--- src/rtl/mtimer_rd_irq_if.sv ---
// Peripheral bus for the readable machine timer: single-cycle req/we
// access, with ack and read data returned in the following cycle.
interface mtimer_rd_irq_if #(
  parameter int unsigned ADDR_W = 32
);
  logic              req_in;
  logic              we_in;
  logic [ADDR_W-1:0] addr_in;
  logic [31:0]       wdata_in;
  logic [31:0]       rdata_out;
  logic              ack_out;

  modport master (output req_in, we_in, addr_in, wdata_in, input rdata_out, ack_out);
  modport slave  (input req_in, we_in, addr_in, wdata_in, output rdata_out, ack_out);
endinterface

--- src/rtl/mtimer_rd_irq.sv ---
// Readable/writable 64-bit machine timer with prescaler and level interrupt.
// Optional MTIMER_HI_LATCH_EN: MTIME_LO reads latch mtime[63:32] for coherent HI reads.
module mtimer_rd_irq #(
  parameter logic [31:0] DIV_DEFAULT = 32'd1000,
  parameter int unsigned ADDR_W      = 32
) (
  input  logic           clk_in,
  input  logic           reset_in,
  mtimer_rd_irq_if.slave bus,
  output logic           irq_out
);
  typedef enum logic [2:0] {
    R_MTIME_LO, R_MTIME_HI, R_CMP_LO, R_CMP_HI, R_CTRL, R_PRESCALE, R_RSV6, R_RSV7
  } reg_e;

  reg_e        sel;
  logic        wr, rd, tick;
  logic [63:0] mtime, mtimecmp;
  logic        en, irq_en;
  logic [31:0] prescale, pcnt, rd_mux;
`ifdef MTIMER_HI_LATCH_EN
  logic [31:0] shadow;
`endif

  logic unused_addr;
  assign unused_addr = ^{bus.addr_in[ADDR_W-1:5], bus.addr_in[1:0]};

  assign sel  = reg_e'(bus.addr_in[4:2]);
  assign wr   = bus.req_in & bus.we_in;
  assign rd   = bus.req_in & ~bus.we_in;
  assign tick = en && (pcnt == prescale);

  always_comb begin
    rd_mux = '0;
    unique case (sel)
      R_MTIME_LO: rd_mux = mtime[31:0];
`ifdef MTIMER_HI_LATCH_EN
      R_MTIME_HI: rd_mux = shadow;
`else
      R_MTIME_HI: rd_mux = mtime[63:32];
`endif
      R_CMP_LO:   rd_mux = mtimecmp[31:0];
      R_CMP_HI:   rd_mux = mtimecmp[63:32];
      R_CTRL:     rd_mux = {30'd0, irq_en, en};
      R_PRESCALE: rd_mux = prescale;
      default:    rd_mux = '0;
    endcase
  end

  always_ff @(posedge clk_in) begin
    if (reset_in) begin
      mtime         <= '0;
      mtimecmp      <= '1;
      en            <= 1'b1;
      irq_en        <= 1'b0;
      prescale      <= DIV_DEFAULT;
      pcnt          <= '0;
      bus.ack_out   <= 1'b0;
      bus.rdata_out <= '0;
      irq_out       <= 1'b0;
`ifdef MTIMER_HI_LATCH_EN
      shadow        <= '0;
`endif
    end else begin
      bus.ack_out   <= bus.req_in;
      bus.rdata_out <= rd ? rd_mux : '0;
      irq_out       <= irq_en && (mtime >= mtimecmp);

      if (en)   pcnt  <= tick ? '0 : pcnt + 32'd1;
      if (tick) mtime <= mtime + 64'd1;

`ifdef MTIMER_HI_LATCH_EN
      if (rd && sel == R_MTIME_LO) shadow <= mtime[63:32];
`endif

      // Full-width mtime writes override the tick increment; a colliding
      // tick has already cleared pcnt above.
      if (wr) begin
        unique case (sel)
          R_MTIME_LO: mtime <= {mtime[63:32], bus.wdata_in};
          R_MTIME_HI: begin
            mtime <= {bus.wdata_in, mtime[31:0]};
`ifdef MTIMER_HI_LATCH_EN
            shadow <= '0;
`endif
          end
          R_CMP_LO:   mtimecmp[31:0]  <= bus.wdata_in;
          R_CMP_HI:   mtimecmp[63:32] <= bus.wdata_in;
          R_CTRL: begin
            en     <= bus.wdata_in[0];
            irq_en <= bus.wdata_in[1];
          end
          R_PRESCALE: begin
            prescale <= bus.wdata_in;
            pcnt     <= '0;
          end
          default: ;
        endcase
      end
    end
  end
endmodule

--- src/flat_wrapper.sv ---
// flat-port wrapper written by rule: the top's interface ports become plain ports
module mtimer_rd_irq_flat 
#(
  parameter logic [31:0] DIV_DEFAULT = 32'd1000,
  parameter int unsigned ADDR_W      = 32
)
  (clk_in, reset_in, irq_out, bus_req_in, bus_we_in, bus_addr_in, bus_wdata_in, bus_rdata_out, bus_ack_out);
  mtimer_rd_irq_if #(.ADDR_W(ADDR_W)) bus_i ();
  input  logic clk_in;
  input  logic reset_in;
  output logic irq_out;
  input wire logic [$bits(bus_i.req_in)-1:0] bus_req_in;
  input wire logic [$bits(bus_i.we_in)-1:0] bus_we_in;
  input wire logic [$bits(bus_i.addr_in)-1:0] bus_addr_in;
  input wire logic [$bits(bus_i.wdata_in)-1:0] bus_wdata_in;
  output wire logic [$bits(bus_i.rdata_out)-1:0] bus_rdata_out;
  output wire logic [$bits(bus_i.ack_out)-1:0] bus_ack_out;
  assign bus_i.req_in = bus_req_in;
  assign bus_i.we_in = bus_we_in;
  assign bus_i.addr_in = bus_addr_in;
  assign bus_i.wdata_in = bus_wdata_in;
  assign bus_rdata_out = bus_i.rdata_out;
  assign bus_ack_out = bus_i.ack_out;
  mtimer_rd_irq #(.DIV_DEFAULT(DIV_DEFAULT), .ADDR_W(ADDR_W)) u_core (.clk_in(clk_in), .reset_in(reset_in), .bus(bus_i), .irq_out(irq_out));
endmodule
--- config.mk ---
export PLATFORM = sky130hd
export DESIGN_NAME = mtimer_rd_irq_flat
export DESIGN_NICKNAME = d
export VERILOG_FILES = /design/src/rtl/mtimer_rd_irq_if.sv /design/src/rtl/mtimer_rd_irq.sv /design/src/flat_wrapper.sv
export SDC_FILE = /design/constraint.sdc
export NUM_CORES = 1
export LEC_CHECK = 0
export ABC_AREA = 1
export ABC_CLOCK_PERIOD_IN_PS = 2850
export CAP_MARGIN = 20
export CORE_MARGIN = 2
export CORE_UTILIZATION = 50
export CTS_BUF_LIST = sky130_fd_sc_hd__clkbuf_2 sky130_fd_sc_hd__clkbuf_4 sky130_fd_sc_hd__clkbuf_8
export DETAILED_ROUTE_END_ITERATION = 10
export HOLD_SLACK_MARGIN = 0.08
export PLACE_DENSITY = 0.7
export SLEW_MARGIN = 15
export SYNTH_ARGS = -nofsm -noshare
export SYNTH_HDL_FRONTEND = slang
export SYNTH_SLANG_ARGS = --single-unit
--- constraint.sdc ---
create_clock -name clk_in -period 2.85 [get_ports clk_in]
set_clock_uncertainty 0.2 [all_clocks]
set_input_delay 0.57 -clock clk_in [delete_from_list [all_inputs] [get_ports clk_in]]
set_output_delay 0.57 -clock clk_in [all_outputs]
set_load 0.05 [all_outputs]
* Word-level counts from Yosys, hierarchy flattened *
Index checks and enable logic that the tools add are counted.

cells by class
  multiply operators = 0
  bitwise operators = 4
  magnitude comparators = 1
  $add $sub $neg = 2
  shifts and indexed selects = 0
  reductions and logical operators = 8
  equal/unequal tests = 8
  divide/modulo/power cells = 0
  muxes and demuxes = 8

operators with widths
  kind                     count
  $pmux W32 S6             1
  $mux W32                 4
  $mux W64                 2
  $pmux W64 S2             1
  $add A64 B1 Y64 const B  1
  $ge A64 B64 Y1           1
  $add A32 B1 Y32 const B  1
  $eq A32 B32 Y1           1
  $reduce_and A2 Y1        4
  $eq A3 B2 Y1 const B     2
  $eq A3 B3 Y1 const B     2
  $ne A2 B2 Y1 const B     2
  $eq A3 B1 Y1 const B     1
  $logic_not A3 Y1         1
  $and A1 B1 Y1            2
  $logic_and A1 B1 Y1      2
  $not A1 Y1               2
  $reduce_or A2 Y1         1

word-level totals
  RAM bits = 0
  logic and storage cells = 42
  memories kept = 0
  memory bits (read-only) = 0
  latch bits = 0
  register bits = 228

* Depth between registers and ports, before layout *
  word-level depth = 6
  gate-level depth with buffers = 16

* Worst setup path before layout *
Ideal clock, no wire load.

  kind = in2reg
  start point = in bus_addr_in[3]
  end point = reg u_core.mtime[0]
  data arrival time = 1837 ps
  cell stages on the path = 10
  buffers on the path = 1
  data required time = 2580 ps
  slack = 743 ps
  library setup time = 70 ps
  cell sequence = nor2_1 inv_1 nor2_2 inv_2 nor2_2 inv_1 clkbuf_1 o22ai_1 inv_1 a21oi_1

between the ends
  longest elaborated chain between the ends = 3
  elaborated cells on any way between the ends = 5
  classes of those cells = eq/ne: 2; mux: 2; reduce/logical: 1

RTL lines
  what                                                     RTL line             text
  start, declared                                          flat_wrapper.sv:14   input wire logic [$bits(bus_i.addr_in)-1:0] bus_addr_in;
  $eq A3 B1 Y1 / $logic_not A3 Y1 (equally long branches)  mtimer_rd_irq.sv:79  unique case (sel)
  $pmux W64 S2                                             mtimer_rd_irq.sv:79
  $mux W64                                                 mtimer_rd_irq.sv:78  if (wr) begin
  end signal, assigned                                     mtimer_rd_irq.sv:70  if (tick) mtime <= mtime + 64'd1;
  end signal, assigned                                     mtimer_rd_irq.sv:80  R_MTIME_LO: mtime <= {mtime[63:32], bus.wdata_in};
  end signal, assigned                                     mtimer_rd_irq.sv:82  mtime <= {bus.wdata_in, mtime[31:0]};
  end, declared                                            mtimer_rd_irq.sv:18  logic [63:0] mtime, mtimecmp;

Parallel ways exist; a longest one is shown, timed or not.
A chain may end at the register's enable or synchronous reset.

* Worst setup path in the final report *
  start point = reg u_core.bus.rdata_out[21]
  end point = out bus_rdata_out[21]

RTL lines
  what                    RTL line                text
  start, declared         mtimer_rd_irq_if.sv:14  modport slave (input req_in, we_in, addr_in, wdata_in, output rdata_out, ack_out);
  start signal, assigned  mtimer_rd_irq.sv:66     bus.rdata_out <= rd ? rd_mux : '0;
  end, declared           flat_wrapper.sv:16      output wire logic [$bits(bus_i.rdata_out)-1:0] bus_rdata_out;

No word-level cell between the ends.

==> run metrics <==
root buffer cell clkbuf_8; most common cell after layout, fill and taps aside nand2_1; fill cell count 2733; RD Place Congestion 1.019; synth warn 0; syn avg cell area 6.387 um2; # IOs 102; hold slack around 0.16 ns; post-layout total power 7.405 mW; WS Path Type register to output port; Core Footprint 27630 um2; CTS max path bufs 3; # H-tree levels 2; cell chain of the critical path clkdlybuf4s50_1; Die Width 171.0 um; gr usage total 35.68%; Critical Path Start Type register; Pins Over Slew Limit 0; Port Buffers 72; most frequent cells in the layout nand2_1, nor2_1, inv_1; Pre-antenna DRT Iters 6; Clock Sinks 228; dpl hpwl around 39000 um; Top Family by Delay on Critical Path buffers and inverters; worst r2r src u_core.mtime[42]; status completed; Post-Syn Area 13940 um2; post-CTS resize count 0; CP startpoint u_core.bus.rdata_out[21]; Post-Syn Nets 2316; Max VDD drop around 460 uV; Mapped Cells 2182; HP Start reset_in; clock share of power approximately 47%; switch share between 20% and 30%; Pint 5.425 mW; Seq cells post-synth 228; Chip Height 171.0 um; met3 Usage GRT 7.449%; Initial Utilization between 50% and 60%; CTS tree yes; Worst setup EP type output port; Tmin final 2.557 ns; Vias 15017; RSZ-0062 raised after global routing no; post-DR wirelength/cell 19.77 um; pin count of the biggest net entering global routing 99; Final period util 89.74%; vias per cell 5.641; Final Instance Area 16130 um2; Die Area 29220 um2; initial antenna violation count 1; Max FO, Critical Path 1; post-CTS setup buffers 0; WL final 52630 um; Worst path slowest cell clkdlybuf4s50_1; Final ANT Viol Nets 0; final hold vios 0; worst path arrival time 1.79 ns; Hold Crit Class primary input to register; Slew @ Worst Pin slightly above 0.6 ns; max incr delay on CP roughly 0.83 ns; setup_tns 0 ns; Nets 2387; Hold Buf Count CTS 0; Sw Pwr 1.980 mW; pwr dens 459.2 nW/um2; Logic pwr share under 10%; Lkg Pwr ~7.0 nW; Sequential Power Share roughly 45%; worst endpoint required time about 2.1 ns; drt first-iter violations approximately 1700; sequential share of the synthesized area about 33%; met1 usage 51.95%; Final Setup Violations 0; grt ovf 0; row count 61; Worst-path clk slew 0.06 ns; Slew HR roughly three fifths; area delta synth->final 15.71%; DRC viols 0; layout cell share with drive strength beyond 1 7.140%; Max Clk Rate 391.0 MHz; vias in the first global route 13522; Most Crowded Layer GR met2; WP buf/inv 1; first-pass GRT wire length between 70000 and 80000 um; clk_lat worst skew between 0.5 and 0.6 ns; Inserted Clock Buffers 42; max_cap viols 0; Yosys cell types 39; met2 Use GR 52.83%; dpl cell area around 15000 um2
-- per-layer routing --
| layer | vias to the layer above | share of wire (%) |
|---|---|---|
| li1 | 7279 | - |
| met1 | 6899 | 44 |
| met2 | 735 | 42 |
| met3 | 104 | 11 |
| met4 | 0 | 2.7 |
| met5 | - | 0 |
-- per-stage QoR --
stage,util (%),setup WS [ns],cells
final,58.36,0.2925,2662
after global routing,58.36,0.1097,2662
after CTS,58.36,0.3126,2661
after detailed placement,55.05,0.1414,2587
after global placement,55.05,0.1978,2587
after floorplan,-,0.7429,2182
-- state kept, by name, summed over array words and instances, names as in the netlist --
name	cells
u_core.en	1
u_core.bus.ack_out	1
u_core.prescale	32
u_core.bus.rdata_out	32
u_core.irq_out	1
u_core.mtime	64
u_core.irq_en	1
u_core.mtimecmp	64
u_core.pcnt	32
-- power groups by stage --
stage	logic [mW]	registers [mW]	clock network [mW]
after floorplan	0.315	3.38	0
after global placement	0.607	3.36	0
after detailed placement	0.616	3.37	0
after CTS	0.621	3.30	3.51
after global routing	0.685	3.30	3.65
final	0.637	3.30	3.47
-- Yosys cell counts, drive strengths merged --
library cell / n / area share (%)
nor4: 4 / 0.18
a21oi: 177 / 6.4
a32oi: 7 / 0.44
o21ai: 193 / 6.9
buf: 21 / 0.88
o21bai: 1 / 0.054
nor3: 28 / 1.1
clkinv: 1 / 0.027
o211ai: 2 / 0.11
a2111oi: 1 / 0.063
o22ai: 72 / 3.2
a221oi: 4 / 0.25
inv: 264 / 7.1
clkbuf: 68 / 1.8
o31ai: 1 / 0.054
dfxtp: 228 / 33
o21a: 2 / 0.11
and2: 2 / 0.090
nand4: 19 / 0.85
a211oi: 31 / 1.7
a31oi: 1 / 0.045
nor3b: 4 / 0.22
xnor2: 1 / 0.063
nand3: 71 / 2.5
nor2: 266 / 7.6
xor2: 55 / 3.5
nand2: 589 / 16
ha: 66 / 5.9
nand3b: 3 / 0.16
-- cell families after synthesis --
logic type                 count (synthesis)  synth area share, %
and+or+nand+nor                          986                28.62
AOI/OAI and AO/OA                        492                19.31
buffers and inverters                    354                9.867
DFF                                      228                32.75
adders and majority gates                 66                5.926
xor gates and xnor gates                  56                3.519
-- path summary, 6_finish.rpt --
path | end | slack, ns | cells after the start
setup / recovery | bus_rdata_out[21] | 0.29 | 1
hold / removal | u_core.bus.ack_out | 0.16 | 2
setup reg to reg | u_core.mtime[44] | 0.37 | 10
hold reg to reg | u_core.irq_en | 0.29 | 2
-- final cells by class --
cell class	count	area (um2)	area share [%]
inverters	265	997.2	6.184
well taps	378	473.0	2.933
diodes	1	2.502	0.01552
flip-flops and latches	228	4564	28.31
clock inverters	10	120.1	0.7449
repair buffers	116	1149	7.123
clock buffers	64	793.3	4.919
multi-input cells	1600	8026	49.77
(Power assumes the default switching activity.)
